===== src/rtl/touch_avalon_bridge.sv =====
// Avalon-MM slave that exposes touch-controller snapshots, STATUS/IRQ and a gesture queue.
// Define TOUCH_GEST_FIFO_EN for a FIFO_DEPTH-entry gesture FIFO; otherwise a single overwrite register is used.
module touch_avalon_bridge #(
    parameter int N_POINTS   = 5,
    parameter int X_W        = 10,
    parameter int Y_W        = 9,
    parameter int FIFO_DEPTH = 8,
    parameter int ADDR_W     = 4
) (
    input  logic                          clock,
    input  logic                          reset,
    input  logic [ADDR_W-1:0]             address,
    input  logic                          read,
    input  logic                          write,
    input  logic [31:0]                   writedata,
    output logic [31:0]                   readdata,
    output logic                          readdatavalid,
    output logic                          irq,
    input  logic                          sample_valid,
    input  logic [N_POINTS*(X_W+Y_W)-1:0] sample_xy,
    input  logic [3:0]                    sample_count,
    input  logic [7:0]                    sample_gest
);
    localparam int PW = X_W + Y_W;
    localparam logic [ADDR_W-1:0] A_CTRL   = ADDR_W'(0);
    localparam logic [ADDR_W-1:0] A_STATUS = ADDR_W'(1);
    localparam logic [ADDR_W-1:0] A_COUNT  = ADDR_W'(2);
    localparam logic [ADDR_W-1:0] A_GEST   = ADDR_W'(3);

    logic [2:0]             ctrl_q, ctrl_d;
    logic                   touch_q, touch_d, ngest_q, ngest_d, ovf_q, ovf_d;
    logic [7:0]             seq_q, seq_d;
    logic [N_POINTS*PW-1:0] pts_q, pts_d;
    logic [3:0]             count_q, count_d;
    logic [31:0]            rdata_q, rdata_d;
    logic                   rdv_q, irq_q, irq_d;
    logic [2:0]             clr;
    logic                   snap;

    logic       gest_push, gest_pop, gest_avail, gest_ovf_set;
    logic [7:0] gest_head;

    assign gest_push = sample_valid && (sample_gest != 8'h00);
    assign gest_pop  = read && (address == A_GEST) && gest_avail;

`ifdef TOUCH_GEST_FIFO_EN
    localparam int PTR_W = $clog2(FIFO_DEPTH);
    localparam logic [PTR_W:0] FULL_LVL = FIFO_DEPTH[PTR_W:0];

    logic [7:0]       mem_q [FIFO_DEPTH];
    logic [PTR_W-1:0] wr_ptr_q, wr_ptr_d, rd_ptr_q, rd_ptr_d;
    logic [PTR_W:0]   level_q, level_d;
    logic             full, push_ok;

    assign full         = (level_q == FULL_LVL);
    assign gest_avail   = (level_q != '0);
    assign gest_head    = mem_q[rd_ptr_q];
    // A pop in the same cycle frees the slot, so a full FIFO still accepts the push.
    assign push_ok      = gest_push && (!full || gest_pop);
    assign gest_ovf_set = gest_push && full && !gest_pop;

    always_comb begin
        wr_ptr_d = push_ok  ? wr_ptr_q + 1'b1 : wr_ptr_q;
        rd_ptr_d = gest_pop ? rd_ptr_q + 1'b1 : rd_ptr_q;
        level_d  = level_q + {{PTR_W{1'b0}}, push_ok} - {{PTR_W{1'b0}}, gest_pop};
    end

    always_ff @(posedge clock) begin
        if (reset) begin
            wr_ptr_q <= '0;
            rd_ptr_q <= '0;
            level_q  <= '0;
        end else begin
            wr_ptr_q <= wr_ptr_d;
            rd_ptr_q <= rd_ptr_d;
            level_q  <= level_d;
        end
    end

    // NOTE: storage array is not reset; the pointers and level alone define which entries are valid.
    always_ff @(posedge clock) begin
        if (push_ok) mem_q[wr_ptr_q] <= sample_gest;
    end
`else
    logic [7:0] code_q, code_d;
    logic       valid_q, valid_d;

    assign gest_avail   = valid_q;
    assign gest_head    = code_q;
    assign gest_ovf_set = gest_push && valid_q && !gest_pop;

    always_comb begin
        code_d  = gest_push ? sample_gest : code_q;
        valid_d = gest_push || (valid_q && !gest_pop);
    end

    always_ff @(posedge clock) begin
        if (reset) begin
            code_q  <= '0;
            valid_q <= 1'b0;
        end else begin
            code_q  <= code_d;
            valid_q <= valid_d;
        end
    end
`endif

    assign snap = sample_valid && !ctrl_q[2];
    assign clr  = (write && (address == A_STATUS)) ? writedata[2:0] : 3'b000;

    // NOTE: every next-state value gets a default first so no latch is inferred.
    always_comb begin
        ctrl_d  = ctrl_q;
        pts_d   = pts_q;
        count_d = count_q;
        seq_d   = seq_q;
        rdata_d = rdata_q;

        if (write && (address == A_CTRL)) ctrl_d = writedata[2:0];

        if (snap) begin
            pts_d   = sample_xy;
            count_d = sample_count;
            seq_d   = seq_q + 8'd1;
        end

        // Set beats a same-cycle write-1-to-clear.
        touch_d = (touch_q & ~clr[0]) | snap;
        ngest_d = (ngest_q & ~clr[1]) | gest_push;
        ovf_d   = (ovf_q   & ~clr[2]) | gest_ovf_set;

        if (read) begin
            rdata_d = '0;
            case (address)
                A_CTRL:   rdata_d = {29'h0, ctrl_q};
                A_STATUS: rdata_d = {16'h0, seq_q, 5'h0, ovf_q, ngest_q, touch_q};
                A_COUNT:  rdata_d = {28'h0, count_q};
                A_GEST:   rdata_d = gest_avail ? {1'b1, 23'h0, gest_head} : 32'h0;
                default: begin
                    for (int i = 0; i < N_POINTS; i++) begin
                        if (address == ADDR_W'(4 + i)) rdata_d = {{(32-PW){1'b0}}, pts_q[i*PW +: PW]};
                    end
                end
            endcase
        end

        irq_d = (touch_q & ctrl_q[0]) | ((ngest_q | ovf_q) & ctrl_q[1]);
    end

    always_ff @(posedge clock) begin
        if (reset) begin
            ctrl_q  <= '0;
            touch_q <= 1'b0;
            ngest_q <= 1'b0;
            ovf_q   <= 1'b0;
            seq_q   <= '0;
            pts_q   <= '0;
            count_q <= '0;
            rdata_q <= '0;
            rdv_q   <= 1'b0;
            irq_q   <= 1'b0;
        end else begin
            ctrl_q  <= ctrl_d;
            touch_q <= touch_d;
            ngest_q <= ngest_d;
            ovf_q   <= ovf_d;
            seq_q   <= seq_d;
            pts_q   <= pts_d;
            count_q <= count_d;
            rdata_q <= rdata_d;
            rdv_q   <= read;
            irq_q   <= irq_d;
        end
    end

    assign readdata      = rdata_q;
    assign readdatavalid = rdv_q;
    assign irq           = irq_q;
endmodule


===== config.mk =====
export PLATFORM = sky130hd
export DESIGN_NAME = touch_avalon_bridge
export DESIGN_NICKNAME = d
export VERILOG_FILES = /design/src/rtl/touch_avalon_bridge.sv
export SDC_FILE = /design/constraint.sdc
export NUM_CORES = 1
export LEC_CHECK = 0
export CAP_MARGIN = 0
export CELL_PAD_IN_SITES_DETAIL_PLACEMENT = 1
export CELL_PAD_IN_SITES_GLOBAL_PLACEMENT = 1
export CORE_MARGIN = 10
export CORE_UTILIZATION = 41
export CTS_CLUSTER_DIAMETER = 80
export DETAILED_ROUTE_END_ITERATION = 10
export DONT_BUFFER_PORTS = 1
export PLACE_DENSITY = 0.72
export SLEW_MARGIN = 40
export SYNTH_ARGS = -nofsm -noshare
export SYNTH_HDL_FRONTEND = slang
export SYNTH_SLANG_ARGS = --single-unit
export TNS_END_PERCENT = 1

===== constraint.sdc =====
create_clock -name clock -period 1.37 [get_ports clock]
set_clock_uncertainty 0.05 [all_clocks]
set_input_delay 0.274 -clock clock [delete_from_list [all_inputs] [get_ports clock]]
set_output_delay 0.274 -clock clock [all_outputs]
set_load 0.02 [all_outputs]

==> qor.tcl <==
set qor(share_of_the_clock_period_used_by_the_worst_path_pct) 106
set qor(final_routed_wire_length_divided_by_cell_count_um) 20.8
set qor(power.leakage_uw) 0.00307
set qor(synth.area.mux_share_pct) 4.80
set qor(path_max_fanout) 2
set qor(switching_share_pct) 23.1
set qor(post_route_cells_drive_above_1_share_pct) 10.5
set qor(io_buffer_count) 0
set qor(failing_checks) {hold timing, setup timing}
set qor(placed_cell_area_um2) 6380
set qor(slew_violations) 0
set qor(numCtsBuffers) 17
set qor(first_global_vias) 5607
set qor(worst_hold_slack_ps) -123
set qor(antenna_violating_nets_post_route) 0
set qor(ff2ff_path_depth) 4
set qor(coreArea_um2) 15100
set qor(yosys.area_share.adder_pct) 0.199
set qor(post-route-drc-count) 0
set qor(vdd.ir_drop.worst_mv) 0.882
set qor(filler_cell_count) 1758
set qor(setup.worst_path.start_class) {register}
set qor(area.growth.synth_to_final_pct) 25.0
set qor(synthesis.yosys.warnings) 0
set qor(power.share.combinational_pct) 9.0
set qor(clock_tree_from_tritoncts) {yes}
set qor(global_route_usage_over_all_layers_pct) 19.6
set qor(top_layer) {met4}
set qor(critPathCaptureType) {register}
set qor(most_common_cell_after_layout_fill_and_taps_aside) {sky130_fd_sc_hd__nand2_1}
set qor(maxClockFrequency_mhz) 691
set qor(die_y_um) 144
set qor(routed_via_density) 5.44
set qor(dr_total_vias) 5628
set qor(grt_pass1_wl_mm) 31.1
set qor(root_buffer) {sky130_fd_sc_hd__clkbuf_16}
set qor(pwr-share-clk_pct) 47.3
set qor(largest_family_of_logic_cells_by_synthesized_area) {simple AND/OR/NAND/NOR gates}
set qor(final_hold_viol_count) 123
set qor(core.rowCount) 45
set qor(initial_utilization_pct) 41.6
set qor(cts_htree_levels) 4
set qor(die_width_um) 144
set qor(min_path_type) {in2reg}
set qor(finish.instance_area_um2) 7850
set qor(final_setup_vio_count) 2
set qor(detail_route.iter0.violations) 354
set qor(power_density_cells_nw_per_um2) 1330
set qor(required_ps) 1610
set qor(worst_path_largest_cell_delay_ps) 410
set qor(fin_worst_setup_slack_ps) -76.3
set qor(met2_wirelength_mm) 11.0
set qor(sequentialPowerShare_pct) 43.6
set qor(r2r_end) {readdata[15]$_SDFFE_PP0P_}
set qor(switching_power_uw) 2410
set qor(clk_pin_slew_ps) 60
set qor(dieArea_um2) 20700
set qor(place.detailed.hpwl_mm) 15.0
set qor(synth_cell_types) 58
set qor(design.final.nets) 982
set qor(synth_enable_flop_cells) 0
set qor(post_synth_simple_gate_area_pct) 21.4
set qor(wl_met1_mm) 8.79
set qor(wirelength_mm) 21.5
set qor(drt_first_pass_iters) 5
set qor(antennaDiodeCount) 0
set qor(synth_xor_xnor_area_share_pct) 0.976
set qor(crit-reg2reg-launch) {pts_q[15]$_SDFFE_PP0P_}
set qor(ys_seq_area_share_pct) 45.9
set qor(antenna_found_initial) 0
set qor(overflow) 0
set qor(multi_input_area_um2) 3070
set qor(maxCapViolations) 0
set qor(post-route-min-period_ps) 1450
set qor(arrival_ps) 1690
set qor(status) {finished with violations}
set qor(timing.reg2reg.setup_slack_ps) -80
set qor(postSynthCellCount) 773
set qor(path_class) {reg2reg}
set qor(clock_insertion_delay_worst_skew_ps) 420
set qor(dp_worst_setup_slack_ps) -137
set qor(yosys_most_used_dff) {sky130_fd_sc_hd__dfxtp_1}
set qor(cp-endpoint) {readdata[15]$_SDFFE_PP0P_}
set qor(ios) 182
set qor(synth.ff_latch_count) 144
set qor(ff_latch_area_um2) 2890
set qor(synth_async_sr_flop_share_pct) 0
set qor(power_report.internal_total_uw) 8010
set qor(setup_repair_after_global_routing_missed_its_margin) {true}
set qor(crit_path_start) {pts_q[15]$_SDFFE_PP0P_}
set qor(pin_count_of_the_biggest_net_entering_global_routing) 145
set qor(fin_tns_setup_ps) -78.5
set qor(clock_sink_count) 144
set qor(synth_compound_gate_area_share_pct) 19.8
set qor(slowest_stage) {sky130_fd_sc_hd__a222oi_1}
set qor(post_synth.cell_area_avg_um2) 8.12
set qor(layout_common_cells) {241 x sky130_fd_sc_hd__nand2_1, 142 x sky130_fd_sc_hd__dfxtp_1, 128 x sky130_fd_sc_hd__a21oi_1}
set qor(total_length_of_routed_met3_wires_mm) 1.40
set qor(post_synth_instance_area_um2) 6280
set qor(post-route-util_pct) 52.0
set qor(ctsLongestPathBuffers) 2
set qor(crit_path_cell_trace) {mux2_4 -> a222oi_1 -> buf_4 -> o32ai_2}
set qor(gpl.final_weighted_congestion) 0.811
metrics by stage:
stage               hold slack [ps]  total power, µW  std cells
global route                   -136            10800       1034
detailed placement              320             5380        923
finish                         -123            10400       1034
floorplan                       360             5280        784
global placement                318             5340        923
CTS                            -129            10300        959
kinds of logic (layout without fill, tap and decap cells):
logic type	Yosys count	count (layout)
and+or+nand+nor	312	312
muxes	26	26
DFF	144	144
buffers and inverters	76	138
xor gates and xnor gates	7	7
other	1	12
AOI/OAI and AO/OA	206	206
adders and majority gates	1	1
final cells by class:
| cell class | count | share of cell area [%] |
|---|---|---|
| Tap cell | 188 | 3.00 |
| Multi-Input combinational cell | 564 | 39.1 |
| Clock buffer | 20 | 5.95 |
| Sequential cell | 144 | 36.8 |
| Timing Repair Buffer | 102 | 13.0 |
| Inverter | 4 | 0.191 |
| Clock inverter | 12 | 2.07 |
Yosys cell counts, drive strengths merged (6+ instances only):
master	count	area (µm²)
nand2	241	905
dfxtp	144	2880
a21oi	128	641
buf	50	328
nor2	26	105
clkbuf	22	82.6
o21ai	22	114
mux2i	14	140
nand3	12	60.1
a221o	11	110
mux2	10	116
a22o	7	61.3
nor2b	7	56.3
xor2	6	52.6
per-layer routing:
| layer | track usage (%) | vias to the layer above |
|---|---|---|
| met1 | 22.3 | 2730 |
| met4 | 4.78 | 0 |
| met3 | 7.92 | 22 |
| li1 | - | 2753 |
| met5 | 0 | - |
| met2 | 33.4 | 123 |
power by group through the flow:
stage / clock (µW) / sequential [µW] / combinational (µW)
after global routing: 5200 / 4570 / 1040
after global placement: 0 / 4620 / 717
after floorplan: 0 / 4590 / 687
after CTS: 4990 / 4550 / 758
after detailed placement: 0 / 4640 / 747
final: 4930 / 4550 / 942
flip-flops by register name (all words and copies together) (netlist names):
signal / flops
code_q: 8
count_q: 4
ctrl_q: 3
gest_avail: 1
irq: 1
ngest_q: 1
ovf_q: 1
pts_q: 95
readdata: 20
readdatavalid: 1
seq_q: 8
touch_q: 1
what timing repair did:
| action | 4_1_cts | 5_1_grt |
|---|---|---|
| hold buffers | 4 | 75 |
| pin swaps | 1 | 1 |
| gates cloned | 0 | 0 |
| endpoints found under the setup margin | 4 | 67 |
| endpoints found under the hold margin | 133 | 128 |
| buffers inserted | 0 | 0 |
| resized for setup | 5 | 5 |
worst min path at each step:
stage                       from                   endpoint  slack, ps  cells after the start
finish                     reset  readdata[31]$_SDFFE_PP0P_       -120                      1
global route               reset  readdata[31]$_SDFFE_PP0P_       -140                      1
CTS                        reset     code_q[5]$_SDFFE_PP0P_       -130                      1
detailed placement         reset     code_q[4]$_SDFFE_PP0P_        320                      1
global placement           reset  readdata[31]$_SDFFE_PP0P_        320                      1
floorplan           sample_xy[0]      pts_q[0]$_SDFFE_PP0P_        360                      2
critical path, delay by kind of cell, from the launching register on:
| kind | cells | cell delay [ps] |
|---|---|---|
| buffers and inverters | 1 | 200 |
| multiplexers | 1 | 280 |
| AO/OA/AOI/OAI | 2 | 470 |
| flip-flops | 1 | 330 |
(Power assumes the default switching activity.)
